`src/rtl/branch_predict_bht.sv`:
```
`default_nettype none
// ============================================================================
// Module   : branch_predict_bht
// Brief    : PC-indexed table of saturating counters, bimodal or gshare, with
//            ID-stage mispredict flag and saturating performance counters.
// Revision : 1.0 - initial release
// ============================================================================
module branch_predict_bht #(
    parameter int INDEX_BITS = 4,
    parameter int CTR_BITS   = 2,
    parameter int GHR_BITS   = 0,
    parameter int PERF_BITS  = 16
) (
    input  logic                  clk,
    input  logic                  rst,
    input  logic                  stall,
    input  logic                  if_valid,
    input  logic [31:0]           if_pc,
    output logic                  pred_taken,
    output logic [INDEX_BITS-1:0] pred_idx,
    input  logic                  upd_valid,
    input  logic [INDEX_BITS-1:0] upd_idx,
    input  logic                  upd_pred,
    input  logic                  upd_taken,
    output logic                  mispredict,
    output logic [PERF_BITS-1:0]  perf_branches,
    output logic [PERF_BITS-1:0]  perf_mispred
);

    localparam int                   C_ENTRIES   = 1 << INDEX_BITS;
    localparam logic [CTR_BITS-1:0]  C_CTR_INIT  = CTR_BITS'((1 << (CTR_BITS - 1)) - 1);
    localparam logic [CTR_BITS-1:0]  C_CTR_MAX   = {CTR_BITS{1'b1}};
    localparam logic [CTR_BITS-1:0]  C_CTR_ONE   = CTR_BITS'(1);
    localparam logic [PERF_BITS-1:0] C_PERF_MAX  = {PERF_BITS{1'b1}};
    localparam logic [PERF_BITS-1:0] C_PERF_ONE  = PERF_BITS'(1);

    logic [CTR_BITS-1:0]   r_ctr_q [C_ENTRIES];
    logic [CTR_BITS-1:0]   w_ctr_d [C_ENTRIES];
    logic [PERF_BITS-1:0]  r_perf_br_q;
    logic [PERF_BITS-1:0]  w_perf_br_d;
    logic [PERF_BITS-1:0]  r_perf_mis_q;
    logic [PERF_BITS-1:0]  w_perf_mis_d;
    logic [INDEX_BITS-1:0] w_hist_idx;
    logic                  w_commit;
    logic                  w_unused_pc;

    assign w_commit    = upd_valid & ~stall;
    assign mispredict  = upd_valid & (upd_pred ^ upd_taken);
    assign w_unused_pc = ^{if_pc[31:INDEX_BITS+2], if_pc[1:0]};

    // History is built from resolved outcomes only, so it never needs repair.
    generate
        if (GHR_BITS > 0) begin : g_gshare
            logic [GHR_BITS-1:0] r_ghr_q;
            logic [GHR_BITS-1:0] w_ghr_d;

            always_comb begin
                w_ghr_d = r_ghr_q;
                if (w_commit) begin
                    w_ghr_d = GHR_BITS'({r_ghr_q, upd_taken});
                end
            end

            always_ff @(posedge clk or posedge rst) begin
                if (rst) begin
                    r_ghr_q <= '0;
                end else begin
                    r_ghr_q <= w_ghr_d;
                end
            end

            assign w_hist_idx = INDEX_BITS'(r_ghr_q);
        end else begin : g_bimodal
            assign w_hist_idx = '0;
        end
    endgenerate

    assign pred_idx   = if_pc[INDEX_BITS+1:2] ^ w_hist_idx;
    assign pred_taken = if_valid & r_ctr_q[pred_idx][CTR_BITS-1];

    always_comb begin
        w_ctr_d = r_ctr_q;
        if (w_commit) begin
            if (upd_taken) begin
                if (r_ctr_q[upd_idx] != C_CTR_MAX) begin
                    w_ctr_d[upd_idx] = r_ctr_q[upd_idx] + C_CTR_ONE;
                end
            end else if (r_ctr_q[upd_idx] != '0) begin
                w_ctr_d[upd_idx] = r_ctr_q[upd_idx] - C_CTR_ONE;
            end
        end
    end

    always_comb begin
        w_perf_br_d  = r_perf_br_q;
        w_perf_mis_d = r_perf_mis_q;
        if (w_commit) begin
            if (r_perf_br_q != C_PERF_MAX) begin
                w_perf_br_d = r_perf_br_q + C_PERF_ONE;
            end
            if (mispredict && (r_perf_mis_q != C_PERF_MAX)) begin
                w_perf_mis_d = r_perf_mis_q + C_PERF_ONE;
            end
        end
    end

    always_ff @(posedge clk or posedge rst) begin
        if (rst) begin
            for (int i = 0; i < C_ENTRIES; i++) begin
                r_ctr_q[i] <= C_CTR_INIT;
            end
            r_perf_br_q  <= '0;
            r_perf_mis_q <= '0;
        end else begin
            r_ctr_q      <= w_ctr_d;
            r_perf_br_q  <= w_perf_br_d;
            r_perf_mis_q <= w_perf_mis_d;
        end
    end

    assign perf_branches = r_perf_br_q;
    assign perf_mispred  = r_perf_mis_q;

endmodule
`default_nettype wire

```
`config.mk`:
```
export PLATFORM = sky130hd
export DESIGN_NAME = branch_predict_bht
export DESIGN_NICKNAME = d
export VERILOG_FILES = /design/src/rtl/branch_predict_bht.sv
export SDC_FILE = /design/constraint.sdc
export NUM_CORES = 1
export LEC_CHECK = 0
export BUFFER_PORTS_ARGS = -buffer_cell sky130_fd_sc_hd__buf_2
export CAP_MARGIN = 20
export CORE_ASPECT_RATIO = 1.5
export CORE_UTILIZATION = 58
export DETAILED_ROUTE_END_ITERATION = 6
export HOLD_SLACK_MARGIN = 0.03
export PLACE_DENSITY = 0.85
export SYNTH_ARGS = -nofsm -noshare
export SYNTH_HDL_FRONTEND = slang
export SYNTH_SLANG_ARGS = --single-unit
export TNS_END_PERCENT = 10
```
`constraint.sdc`:
```
create_clock -name clk -period 5.6 [get_ports clk]
set_input_delay 0.28 -clock clk [delete_from_list [all_inputs] [get_ports clk]]
set_output_delay 0.28 -clock clk [all_outputs]
set_load 0.01 [all_outputs]
```
### After elaboration in Yosys (flattened, before gate mapping)

Cells that the tools add are included.

* multiply operators: 0
* $lt $le $gt $ge: 3
* div/mod/pow operators: 0
* bitwise gates (word level): 7
* shift-type cells: 0
* add/subtract/negate cells: 4
* reductions and logical operators: 7
* mux-type cells: 13
* equality and inequality tests: 4

Operators with widths (number)
* 32-bit two-way mux: 3
* 32-bit bitwise mux: 2
* 16-bit by 1-bit adder with 16-bit output (second input constant): 2
* 16-bit inequality test (second input constant): 2
* 2-bit binary-select mux with 4-bit select: 2
* 5-bit >= comparator (second input constant): 2
* 2-bit two-way mux: 5
* 4-bit inverter with 5-bit output: 2
* 2-bit demux with 4-bit select: 1
* 5-bit by 1-bit < comparator with 1-bit output (second input constant): 1
* 2-bit AND reduction: 2
* 2-bit nonzero test: 2
* 1-bit AND: 3
* 3-bit AND reduction: 1
* 2-bit by 1-bit adder with 2-bit output (second input constant): 1
* 1-bit logical AND: 2
* 2-bit by 1-bit inequality test with 1-bit output (second input constant): 1
* 2-bit inequality test (second input constant): 1
* 2-bit by 1-bit subtractor with 2-bit output (second input constant): 1
* 1-bit inverter: 1
* 1-bit XOR: 1

* bits in registers: 64
* input bits: 43
* memories: 0
* bits in read-only memories: 0
* output and inout bits: 38
* logic and storage cells: 56
* memory bits (writable): 0
* bits in latches: 0

### Longest topological paths before layout

* word-level depth: 8
* depth in mapped cells: 11
* mapped depth without buffers: 9

### Least setup slack after synthesis

Ideal clock, no wire load.

* path type: input port to flip-flop
* from: in upd_idx[1]
* to: reg r_ctr_q[9] (netlist name)
* library setup time: 0.128 ns
* stages: 11
* path slack: 2.743 ns
* buffers on the path: 2
* data arrival time: 2.729 ns
* data required time: 5.472 ns
* cells stage by stage: buf_2 > buf_2 > mux2i_1 > mux2_2 > nand2b_1 > and4_1 > ha_1 > mux2_2 > nand4b_1 > nor3b_1 > mux2_1

* longest elaborated chain between the ends: 8
* elaborated cells between the ends (all ways): 21
* those cells by class: add/sub: 2; order compare: 2; eq/ne: 2; mux: 10; bitwise: 1; reduce/logical: 4

Ends and longest elaborated chain
* from (decl): line 22 `input logic [INDEX_BITS-1:0] upd_idx,`
* 4-bit inverter with 5-bit output (implied by the code) *
* 2-bit binary-select mux with 4-bit select, or another cell as far along
* 2-bit two-way mux (implied by the code) / 1-bit logical AND (equally long branches)
* 2-bit two-way mux, on equally long branches
* 2-bit by 1-bit subtractor with 2-bit output, or another cell as far along: line 89 `w_ctr_d[upd_idx] = r_ctr_q[upd_idx] - C_CTR_ONE;`
* 32-bit bitwise mux, on equally long branches: line 89, 86
* 32-bit two-way mux, on equally long branches: line 88, 85
* 32-bit two-way mux: line 84 `if (upd_taken) begin`
* to (signal assigned): line 115 `r_ctr_q <= w_ctr_d;`
* to (decl): line 37 `logic [CTR_BITS-1:0] r_ctr_q [C_ENTRIES];`

Every way passes the cells marked *; elsewhere a longest branch is shown, timed or not. The select of a mux whose other input is x is not followed.
A chain may end at the register's enable or synchronous reset.

==> results.yml <==
outcome:
  status: "completed"
place:
  placedCellCount: 422
  portBuffers: 52
  place_ws_ns: 2.34
  dp.final_hpwl_mm: 5.38
  place_congestion: 0.833
global_routing:
  gr-usage-met2: 0.450
  first_global_vias: 2577
  grt_busiest_layer: "met2"
  gr-usage-met3: 0.0669
  grt_pass1_wl_mm: 12.3
  grt_util_all_layers: 0.258
  antenna_found_initial: 0
  use_met1: 0.290
  grt_overflow_total: 0
  grt_max_degree: 65
synth:
  synth_common_cells: "dfrtp_1 (48), mux2_2 (35), nand2_1 (34)"
  yosysTopAreaCell: "dfrtp_1"
  synth-seq-area-share: 0.464
  synth_area_leaders: "dfrtp_1 (34%), dfstp_2 (12%), mux2_2 (11%)"
  yosys.area.top_type_share: 0.344
  synthesis.nets: 355
  syn_avg_cell_area_sq_um: 11.3
  async_flop_share: 1.00
  synth_cell_types: 46
  netlist_area_sq_mm: 0.00349
  synth_edf_count: 0
  ys_warn_count: 0
  ys_ff_latch: 64
  synthCells: 308
  synth_flop_cell: "dfrtp_1"
  synth.most_common_cell: "dfrtp_1"
power:
  vdd_drop_max_mv: 0.265
  power.share.clock: 0.252
  power_density_mw_per_mm2: 376
  p_seq_frac: 0.480
  power_frac_comb: 0.268
  sw_frac_of_total: 0.316
  p_sw_mw: 0.473
  design_power_total_mw: 1.50
  leakagePower_nw: 1.83
  intPower_mw: 1.02
die:
  dieArea_sq_mm: 0.00635
  core_sq_mm: 0.00579
  die_w_um: 65.4
  rows: 34
  start_util: 0.604
  die_y_um: 97.1
  pin_count: 81
sta:
  skew_ns: 0.0119
  final-setup-viol-count: 0
  setup_ws_ns: 2.53
  worst_pin_slew_ns: 0.777
  hold_violations: 0
  setup_tns_ns: 0
  fmaxAchievable_ghz: 0.325
  min_period_ns: 3.07
  rsz0062_at_grt: "no"
  max_slew_margin: 0.482
  drv_slew: 0
  min_period_over_period: 0.549
cts:
  cts_sinks: 64
  root_buffer: "clkbuf_8"
  numCtsBuffers: 9
  cts_tree: "done"
  cts_max_level: 3
  cts_hold_buf: 0
  clk_path_buf_depth: 2
  cts_resized: 0
  clk_pin_slew_ns: 0.07
  insertion_delay_ns: 0.35
  cts_setup_buffers: 0
setup_path:
  criticalPathCategory: "flip-flop to flip-flop"
  crit_buf_inv: 0
  cp_max_fo: 5
  critPathArrivalTime_ns: 3.34
  cp-start-kind: "flip-flop"
  cp_top_family: "simple AND/OR/NAND/NOR gates"
  worst-endpoint-required_ns: 5.86
  cpMostUsedCell: "mux2_2"
  cp-end-kind: "flip-flop"
  cp_slowest_stage_delay_ns: 0.53
  path_cells: "mux2i_1, mux2_2, nand2b_1, and4_1, ha_1, mux2_2, nand4b_1, nor3b_1, mux2_2"
  slowest_stage: "dfstp_2"
layout:
  multi_input_area_sq_mm: 0.00179
  utilization: 0.688
  fin_cells: 439
  syn2layout_area_growth_pct: 13.9
  fillers: 476
  drive_gt1_frac: 0.360
  final_nets: 409
  seqCellArea_sq_mm: 0.00162
  diodes: 0
min_path:
  min_path_type: "input pin to async pin"
flow_run:
  maxCapViolations: 0
drt:
  via_per_inst: 5.94
  avgRoutedWirePerCell_um: 16.9
  drt_first_iter_violations: 110
  drtPass1Iterations: 4
  routed_wl_mm: 7.41
  drcViolationCount: 0
  vias: 2609
  ant_nets: 0
[per-layer routing]
layer,wire [um],part of all wire
met3,260,0.035
met1,2910,0.39
met5,0,0
met2,4050,0.55
met4,195,0.026
[cells by family after synthesis]
group,count (synthesis),synth area share
AOI/OAI and AO/OA,20,0.0351
and+or+nand+nor,118,0.190
xor gates and xnor gates,24,0.0601
DFF,64,0.464
buffers and inverters,17,0.0243
muxes,61,0.212
adders and majority gates,4,0.0143
[worst paths after layout]
| path | from | end | slack, ns | cells past startpoint |
|---|---|---|---|---|
| min | rst | r_ctr_q[9]$_DFFE_PP0P_ | 0.16 | 3 |
| min in group clk | stall | perf_branches[2]$_DFFE_PP0P_ | 0.40 | 4 |
| min reg2reg | perf_mispred[13]$_DFFE_PP0P_ | perf_mispred[13]$_DFFE_PP0P_ | 0.49 | 1 |
| max in group asynchronous | rst | r_ctr_q[7]$_DFFE_PP0P_ | 4.94 | 3 |
| max | flip-flop | flip-flop | 2.53 | 9 |
| max reg2reg | flip-flop | flip-flop | 2.53 | 9 |
[power groups by stage]
stage | Clock [mW] | Combinational [mW] | Sequential, mW
global placement | 0 | 0.377 | 0.712
global route | 0.404 | 0.442 | 0.736
finish | 0.377 | 0.401 | 0.719
CTS | 0.384 | 0.397 | 0.719
floorplan | 0 | 0.268 | 0.716
detailed placement | 0 | 0.395 | 0.727
[per-stage QoR]
| stage | instance area, sq um | hold WS [ns] |
|---|---|---|
| 5_1_grt | 3980 | 0.216 |
| 3_3_place_gp | 3790 | 0.474 |
| 2_1_floorplan | 3490 | 0.475 |
| 3_5_place_dp | 3790 | 0.476 |
| 4_1_cts | 3970 | 0.174 |
| 6_report | 3980 | 0.163 |
[worst register-to-register path, stage by stage, from the launching register on]
cell and delay [ns]:
dfstp_2 0.53, mux2i_1 0.06, mux2_2 0.32, nand2b_1 0.18, and4_1 0.22, ha_1 0.19, mux2_2 0.31, nand4b_1 0.29
nor3b_1 0.51, mux2_2 0.40
[placed cells by master (no fill, tap or decap), types with 2 or more instances in the layout]
cell type | netlist | routed
nand4b_1 | 2 | 2
ha_1 | 4 | 4
and4_1 | 3 | 3
nand2_1 | 34 | 34
nand3b_1 | 2 | 2
a21oi_1 | 10 | 10
nor4b_2 | 2 | 2
nand4_1 | 6 | 6
mux2_2 | 35 | 35
clkbuf_8 | 0 | 9
a211oi_1 | 2 | 2
o211ai_1 | 2 | 2
mux2_1 | 6 | 6
mux2i_1 | 13 | 13
nor4_2 | 2 | 2
nand2b_1 | 6 | 6
buf_4 | 4 | 2
nor4_1 | 6 | 6
nor3b_1 | 4 | 4
nor3_1 | 11 | 11
buf_2 | 5 | 52
clkinv_2 | 0 | 2
xor2_1 | 18 | 18
dfstp_2 | 16 | 16
nand3_1 | 12 | 12
mux4_2 | 6 | 6
inv_1 | 6 | 5
or3_1 | 2 | 2
and2_1 | 2 | 2
nor2_1 | 13 | 13
dfrtp_1 | 48 | 48
nor2b_1 | 4 | 4
clkbuf_1 | 2 | 3
xnor2_1 | 6 | 6
[cell type report]
cell class              instances  share of cell area
clock inverters                 4              0.0119
inverters                       6             0.00566
clock buffers                  12              0.0340
multi-input cells             227               0.449
well taps                      72              0.0226
repair buffers                 54              0.0692
flip-flops and latches         64               0.407
Note: power is estimated with default switching activity, not from simulation.
